[src/rtl/dbscan_pkg.sv]
// Shared types and default sizing for the DBSCAN point store.
package dbscan_pkg;

  localparam int unsigned MAX_N_DEF   = 64;
  localparam int unsigned COORD_W_DEF = 8;
  localparam int unsigned LABEL_W_DEF = 4;

  // Label value meaning unassigned / noise
  localparam int unsigned LABEL_NOISE = 0;

  typedef logic [1:0] state_t;
  localparam state_t ST_IDLE  = 2'd0;
  localparam state_t ST_LOAD  = 2'd1;
  localparam state_t ST_CLEAR = 2'd2;

endpackage

[src/rtl/dbscan_ram_1w2r.sv]
// Coordinate storage: one write port, two registered read ports (read-before-write).
module dbscan_ram_1w2r #(
  parameter  int unsigned DEPTH = 64,
  parameter  int unsigned DW    = 24,
  localparam int unsigned AW    = $clog2(DEPTH)
) (
  input  logic          clk,
  input  logic          rst_n,
  input  logic          we,
  input  logic [AW-1:0] waddr,
  input  logic [DW-1:0] wdata,
  input  logic          re_a,
  input  logic [AW-1:0] raddr_a,
  output logic [DW-1:0] rdata_a,
  input  logic          re_b,
  input  logic [AW-1:0] raddr_b,
  output logic [DW-1:0] rdata_b
);

  logic [DW-1:0] mem [DEPTH];

  // Array write; contents intentionally not reset
  always_ff @(posedge clk) begin
    if (we) mem[waddr] <= wdata;
  end

  // Port A read register, holds when re_a is low
  always_ff @(posedge clk or negedge rst_n) begin
    if (!rst_n)    rdata_a <= '0;
    else if (re_a) rdata_a <= mem[raddr_a];
  end

  // Port B read register, holds when re_b is low
  always_ff @(posedge clk or negedge rst_n) begin
    if (!rst_n)    rdata_b <= '0;
    else if (re_b) rdata_b <= mem[raddr_b];
  end

endmodule

[src/rtl/dbscan_point_store.sv]
// Point/label store for the DBSCAN core: stream loader, bulk label clear,
// dual registered read ports with write-first label bypass on port I.
// Optional feature macro: DBSCAN_VISITED_EN adds a per-point visited bit.
module dbscan_point_store
  import dbscan_pkg::*;
#(
  parameter  int unsigned MAX_N   = MAX_N_DEF,
  parameter  int unsigned COORD_W = COORD_W_DEF,
  parameter  int unsigned LABEL_W = LABEL_W_DEF,
  localparam int unsigned AW      = $clog2(MAX_N),
  localparam int unsigned CW      = AW + 1
) (
  input  logic               clk,
  input  logic               rst_n,
  input  logic               load_start,
  input  logic               s_valid,
  output logic               s_ready,
  input  logic               s_last,
  input  logic [COORD_W-1:0] s_x,
  input  logic [COORD_W-1:0] s_y,
  input  logic [COORD_W-1:0] s_z,
  output logic               load_done,
  output logic [CW-1:0]      n_points,
  input  logic               clear_start,
  output logic               clear_done,
  output logic               busy,
  input  logic               rd_en_i,
  input  logic [AW-1:0]      raddr_i,
  output logic [COORD_W-1:0] xi,
  output logic [COORD_W-1:0] yi,
  output logic [COORD_W-1:0] zi,
  output logic [LABEL_W-1:0] li,
  output logic               core_i,
  output logic               vis_i,
  input  logic               rd_en_j,
  input  logic [AW-1:0]      raddr_j,
  output logic [COORD_W-1:0] xj,
  output logic [COORD_W-1:0] yj,
  output logic [COORD_W-1:0] zj,
  input  logic               we_label,
  input  logic               we_core,
  input  logic               we_vis,
  input  logic [AW-1:0]      waddr,
  input  logic [LABEL_W-1:0] wlabel,
  input  logic               wcore,
  input  logic               wvis
);

  localparam int unsigned  DW       = 3 * COORD_W;
  localparam logic [CW-1:0] N_FULL  = CW'(MAX_N);
  localparam logic [AW-1:0] CLR_LAST = AW'(MAX_N - 1);

  state_t        state_q, state_d;
  logic [CW-1:0] n_d;
  logic [AW-1:0] clr_cnt_q, clr_cnt_d;
  logic          s_ready_d, load_done_d, clear_done_d, busy_d;
  logic          accept_c, clearing_c;

  logic [LABEL_W-1:0] label_mem [MAX_N];
  logic [MAX_N-1:0]   core_mem;

  logic               lbl_we_c, core_we_c;
  logic [AW-1:0]      lbl_addr_c;
  logic [LABEL_W-1:0] lbl_data_c;
  logic               core_data_c;

  logic [DW-1:0] rdata_i, rdata_j;

  assign accept_c   = (state_q == ST_LOAD) && s_valid && s_ready;
  assign clearing_c = (state_q == ST_CLEAR);

  // State, counters and registered status outputs
  always_ff @(posedge clk or negedge rst_n) begin
    if (!rst_n) begin
      state_q    <= ST_IDLE;
      n_points   <= '0;
      clr_cnt_q  <= '0;
      s_ready    <= 1'b0;
      load_done  <= 1'b0;
      clear_done <= 1'b0;
      busy       <= 1'b0;
    end else begin
      state_q    <= state_d;
      n_points   <= n_d;
      clr_cnt_q  <= clr_cnt_d;
      s_ready    <= s_ready_d;
      load_done  <= load_done_d;
      clear_done <= clear_done_d;
      busy       <= busy_d;
    end
  end

  // Next-state, counter update and next values of the status outputs
  always_comb begin
    state_d      = state_q;
    n_d          = n_points;
    clr_cnt_d    = clr_cnt_q;
    load_done_d  = 1'b0;
    clear_done_d = 1'b0;
    case (state_q)
      ST_IDLE: begin
        if (clear_start) begin
          state_d   = ST_CLEAR;
          clr_cnt_d = '0;
        end else if (load_start) begin
          state_d = ST_LOAD;
          n_d     = '0;
        end
      end
      ST_LOAD: begin
        if (load_start) begin
          n_d = '0;
        end else if (accept_c) begin
          n_d = n_points + CW'(1);
          if (s_last || (n_d == N_FULL)) begin
            state_d     = ST_IDLE;
            load_done_d = 1'b1;
          end
        end
      end
      ST_CLEAR: begin
        clr_cnt_d = clr_cnt_q + AW'(1);
        if (clr_cnt_q == CLR_LAST) begin
          state_d      = ST_IDLE;
          clr_cnt_d    = '0;
          clear_done_d = 1'b1;
        end
      end
      default: state_d = ST_IDLE;
    endcase
    s_ready_d = (state_d == ST_LOAD) && (n_d < N_FULL);
    busy_d    = (state_d != ST_IDLE);
  end

  // Unified label/core write: clear sequencer overrides user writes
  always_comb begin
    lbl_we_c    = clearing_c | we_label;
    core_we_c   = clearing_c | we_core;
    lbl_addr_c  = clearing_c ? clr_cnt_q : waddr;
    lbl_data_c  = clearing_c ? LABEL_W'(LABEL_NOISE) : wlabel;
    core_data_c = clearing_c ? 1'b0 : wcore;
  end

  // Label array, async-cleared
  always_ff @(posedge clk or negedge rst_n) begin
    if (!rst_n) begin
      for (int i = 0; i < MAX_N; i++) label_mem[i] <= '0;
    end else if (lbl_we_c) begin
      label_mem[lbl_addr_c] <= lbl_data_c;
    end
  end

  // Core flag array, async-cleared
  always_ff @(posedge clk or negedge rst_n) begin
    if (!rst_n)         core_mem <= '0;
    else if (core_we_c) core_mem[lbl_addr_c] <= core_data_c;
  end

  // Port I label/core read with write-first bypass
  always_ff @(posedge clk or negedge rst_n) begin
    if (!rst_n) begin
      li     <= '0;
      core_i <= 1'b0;
    end else if (rd_en_i) begin
      li     <= (lbl_we_c && (lbl_addr_c == raddr_i)) ? lbl_data_c : label_mem[raddr_i];
      core_i <= (core_we_c && (lbl_addr_c == raddr_i)) ? core_data_c : core_mem[raddr_i];
    end
  end

`ifdef DBSCAN_VISITED_EN
  logic [MAX_N-1:0] vis_mem;
  logic             vis_we_c, vis_data_c;

  assign vis_we_c   = clearing_c | we_vis;
  assign vis_data_c = clearing_c ? 1'b0 : wvis;

  // Visited flag array, async-cleared
  always_ff @(posedge clk or negedge rst_n) begin
    if (!rst_n)        vis_mem <= '0;
    else if (vis_we_c) vis_mem[lbl_addr_c] <= vis_data_c;
  end

  // Port I visited read with write-first bypass
  always_ff @(posedge clk or negedge rst_n) begin
    if (!rst_n)       vis_i <= 1'b0;
    else if (rd_en_i) vis_i <= (vis_we_c && (lbl_addr_c == raddr_i)) ? vis_data_c : vis_mem[raddr_i];
  end
`else
  logic unused_vis;
  assign unused_vis = &{1'b0, we_vis, wvis};
  assign vis_i      = 1'b0;
`endif

  dbscan_ram_1w2r #(
    .DEPTH (MAX_N),
    .DW    (DW)
  ) u_coord_ram (
    .clk     (clk),
    .rst_n   (rst_n),
    .we      (accept_c),
    .waddr   (n_points[AW-1:0]),
    .wdata   ({s_x, s_y, s_z}),
    .re_a    (rd_en_i),
    .raddr_a (raddr_i),
    .rdata_a (rdata_i),
    .re_b    (rd_en_j),
    .raddr_b (raddr_j),
    .rdata_b (rdata_j)
  );

  assign {xi, yi, zi} = rdata_i;
  assign {xj, yj, zj} = rdata_j;

endmodule
[config.mk]
export PLATFORM = sky130hd
export DESIGN_NAME = dbscan_point_store
export DESIGN_NICKNAME = d
export VERILOG_FILES = /design/src/rtl/dbscan_pkg.sv /design/src/rtl/dbscan_ram_1w2r.sv /design/src/rtl/dbscan_point_store.sv
export SDC_FILE = /design/constraint.sdc
export NUM_CORES = 2
export LEC_CHECK = 0
export ABC_CLOCK_PERIOD_IN_PS = 3600
export CAP_MARGIN = 20
export CORE_ASPECT_RATIO = 0.7
export CORE_MARGIN = 2
export CORE_UTILIZATION = 50
export DETAILED_ROUTE_END_ITERATION = 8
export PLACE_DENSITY = 0.66
export SLEW_MARGIN = 25
export SYNTH_ARGS = -nofsm -noshare
export SYNTH_HDL_FRONTEND = slang
export SYNTH_SLANG_ARGS = --single-unit
[constraint.sdc]
create_clock -name clk -period 3.6 [get_ports clk]
set_input_delay 0.72 -clock clk [delete_from_list [all_inputs] [get_ports clk]]
set_output_delay 0.72 -clock clk [all_outputs]
set_load 0.01 [all_outputs]
==> flow_summary.json <==
{
  "outcome": "finished, final reports clean",
  "finalCritPeriodShare_pct": 94.2,
  "finalMaxSlewViolations": 0,
  "yosys.area_share.simple_pct": 2.00,
  "worstSkewPairLatency_ns": 0.85,
  "num-nets-final": 4852,
  "grt_pass1_wl_um": 376000,
  "dp_hpwl_um": 165000,
  "synthXorXnorAreaFrac_pct": 0.0989,
  "worst-path-max-fanout": 18,
  "syn_nets": 4507,
  "drc": 0,
  "antenna_found_initial": 13,
  "powerDensity_nw_per_um2": 495,
  "ant_nets": 0,
  "ys_seq_area_share_pct": 63.1,
  "synth_flop_cell": "edfxtp_1",
  "drive_gt1_share_pct": 40.8,
  "firstDrtPassIters": 7,
  "num_vias": 50600,
  "postSynth.asyncResetShare_pct": 20.3,
  "yosysWarnings": 0,
  "synth-seq-cells": 1928,
  "post_cts_buffers": 0,
  "clkTransAtPathRegs_ns": 0.06,
  "r2r_slack_ns": 0.21,
  "cts_root_buf": "clkbuf_16",
  "rsz0062_at_grt": "false",
  "cts_buffers": 185,
  "power.internal_mw": 38.0,
  "relSlewSlack_pct": 26.7,
  "cts.sinks": 1928,
  "area_growth_syn_to_layout_pct": 15.5,
  "initial_core_util_pct": 50.2,
  "htree_levels": 4,
  "slowest_stage": "o21ai_0",
  "end_kind": "register",
  "min_period_ns": 3.39,
  "final.setup.tns_ns": 0,
  "hp-class": "in -> reg",
  "avgViaCountPerCell": 6.93,
  "hold_slack_ns": 0.318,
  "reg2reg_depth": 5,
  "setup_violations": 0,
  "drv_cap": 0,
  "combPwrFrac_pct": 11.7,
  "r2r_end": "label_mem[29]$_DFFE_PN0P_",
  "yosysTopAreaCell": "edfxtp_1",
  "netlist_instances": 4446,
  "worstMarginPinSlew_ns": 1.09,
  "cts_tree": "built",
  "synth_top_family_by_area": "multiplexers",
  "synthMuxAreaShare_pct": 30.2,
  "switching_power_mw": 12.7,
  "post_drt_wl_per_cell_um": 36.5,
  "cp.arrival_ns": 4.11,
  "yosysTopAreaCellShare_pct": 52.1,
  "syn_area_per_cell_um2": 19.9,
  "cts_resized": 0,
  "syn_area_um2": 88600,
  "dieHeight_um": 356,
  "synth_area_leaders": "edfxtp_1, mux4_2, dfrtp_1, mux2_2, mux2i_1",
  "holdPathStages": 1,
  "io_buffers": 120,
  "overflow": 0,
  "p_leak_nw": 34.7,
  "max-vdd-ir-drop_mv": 0.368,
  "die_x_um": 507,
  "synth_compound_area_share_pct": 2.76,
  "clock_path_buffers": 3,
  "drtIter0Drc": 7634,
  "critPathLaunchType": "register",
  "hold_start": "s_z[3]",
  "crit-reg2reg-launch": "state_q[0]$_DFF_PN0_",
  "pwr-share-seq_pct": 49.2,
  "clock-skew-final_ns": 0.0345,
  "synth_fa_ha_area_share_pct": 0.0282,
  "die_area_um2": 181000,
  "grt_max_degree": 80,
  "synth-edff-count": 1536,
  "sw_frac_of_total_pct": 25.0,
  "crit_type": "reg -> reg",
  "ys_types": 60,
  "cp_slowest_stage_delay_ns": 1.01,
  "routed_wl_um": 267000,
  "core_um2": 176000,
  "worstPathCellList": "nand2b_1, o21ai_0, nand2_1, nor2_1, mux2_2",
  "num_rows": 129,
  "place.gp.congestion": 0.874,
  "fmax_mhz": 295,
  "hold_buffers": 1,
  "num_io_pins": 124,
  "hold_end": "u_coord_ram.mem[36][3]$_DFFE_PP_",
  "track_usage_pct": 29.7,
  "grt_pass1_vias": 50100,
  "cp_data_required_time_ns": 4.32,
  "hold_violations": 0,
  "p_clk_share_pct": 39.1
}
[state kept, by name (all words and copies together) (netlist names)]
signal,cells
u_coord_ram.mem,1536
u_coord_ram.rdata_a,24
clear_done,1
u_coord_ram.rdata_b,24
s_ready,1
li,4
clr_cnt_q,6
load_done,1
n_points,7
busy,1
state_q,2
core_i,1
label_mem,256
core_mem,64
[cells in the final DEF (no fill, tap or decap), types with 51 or more instances in the layout]
cell	synthesis	routed
a22oi_1	52	52
buf_12	0	125
buf_4	15	283
clkbuf_16	0	186
clkdlybuf4s50_1	0	85
dfrtp_1	392	392
edfxtp_1	1536	1536
mux2_2	241	241
mux2i_1	157	157
mux4_2	996	996
nand2_1	88	87
nand2b_1	51	51
nor2_1	134	65
nor2_4	0	68
o21ai_0	153	153
o31ai_1	67	67
[power by group through the flow]
stage                     Combinational, mW  Sequential (mW)  Clock, mW
final                                  5.91             24.9       19.8
after global placement                 5.74             25.4          0
after global routing                   6.19             24.9       20.9
after CTS                              5.83             24.9       20.1
after detailed placement               5.82             25.4          0
after floorplan                        3.24             25.2          0
[worst max-delay path, delay by kind of cell, from the launching register on]
kind | cells | cell delay [ns]
simple gates | 3 | 1.40
flops | 1 | 0.45
mux | 1 | 0.39
compound gates | 1 | 1.01
[how the worst max path moves through the flow]
stage	startpoint	endpoint	slack (ns)	cells after the start
global route	state_q[0]$_DFF_PN0_	label_mem[29]$_DFFE_PN0P_	0.16	5
floorplan	raddr_j[0]	u_coord_ram.rdata_b[10]$_DFFE_PN0P_	0.64	10
detailed placement	raddr_i[0]	u_coord_ram.rdata_a[11]$_DFFE_PN0P_	0.29	9
CTS	state_q[0]$_DFF_PN0_	label_mem[30]$_DFFE_PN0P_	0.35	5
finish	state_q[0]$_DFF_PN0_	label_mem[29]$_DFFE_PN0P_	0.21	5
global placement	raddr_i[0]	u_coord_ram.rdata_a[11]$_DFFE_PN0P_	0.30	9
[logic make-up after synthesis]
group | Yosys count
AOI/OAI and AO/OA | 371
xor gates and xnor gates | 10
adders and majority gates | 2
buffers and inverters | 367
DFF | 1928
muxes | 1397
other | 1
and+or+nand+nor | 370
[per-layer routing]
metal  global-route usage, %  wire [um]  vias to the layer above
li1                        -          -                    19700
met1                    44.3     108000                    27300
met2                    43.2     119000                     3163
met3                    8.11      31500                      473
met4                    9.04       8610                        4
met5                       0         26                        -
[cells in the mapped netlist, drive strengths merged (2+ instances only)]
master,instances
a2111oi,3
a21oi,10
a22o,2
a22oi,52
a31oi,10
a32oi,47
and2,4
and3,2
buf,142
clkbuf,216
dfrtp,392
edfxtp,1536
ha,2
inv,9
mux2,244
mux2i,157
mux4,996
nand2,88
nand2b,51
nand3,21
nand3b,8
nand4,18
nor2,137
nor2b,13
nor3,8
nor3b,2
o211ai,3
o21ai,154
o21bai,2
o221ai,5
o22ai,8
o31ai,68
or2,2
or3,7
or3b,3
or4,3
xnor2,5
xor2,5
[cell type report]
cell class / count / area (um^2)
Clock inverter: 95 / 1100
Antenna cell: 6 / 15.0
Sequential cell: 1928 / 55900
Timing Repair Buffer: 516 / 5670
Tap cell: 2358 / 2950
Fill cell: 12800 / 74100
Inverter: 9 / 43.8
Multi-Input combinational cell: 2151 / 31600
Clock buffer: 242 / 4970
[through the flow]
step,setup WS [ns],area [um^2],instances,utilization [%],power [mW]
3_3_place_gp,0.301,96100,6959,54.5,31.1
6_report,0.210,102000,7305,58.0,50.6
2_1_floorplan,0.640,88600,4446,-,28.4
4_1_cts,0.352,102000,7297,58.0,50.8
5_1_grt,0.159,102000,7299,58.0,52.1
3_5_place_dp,0.287,96200,6959,54.5,31.2
Note: power is estimated with default switching activity, not from simulation.
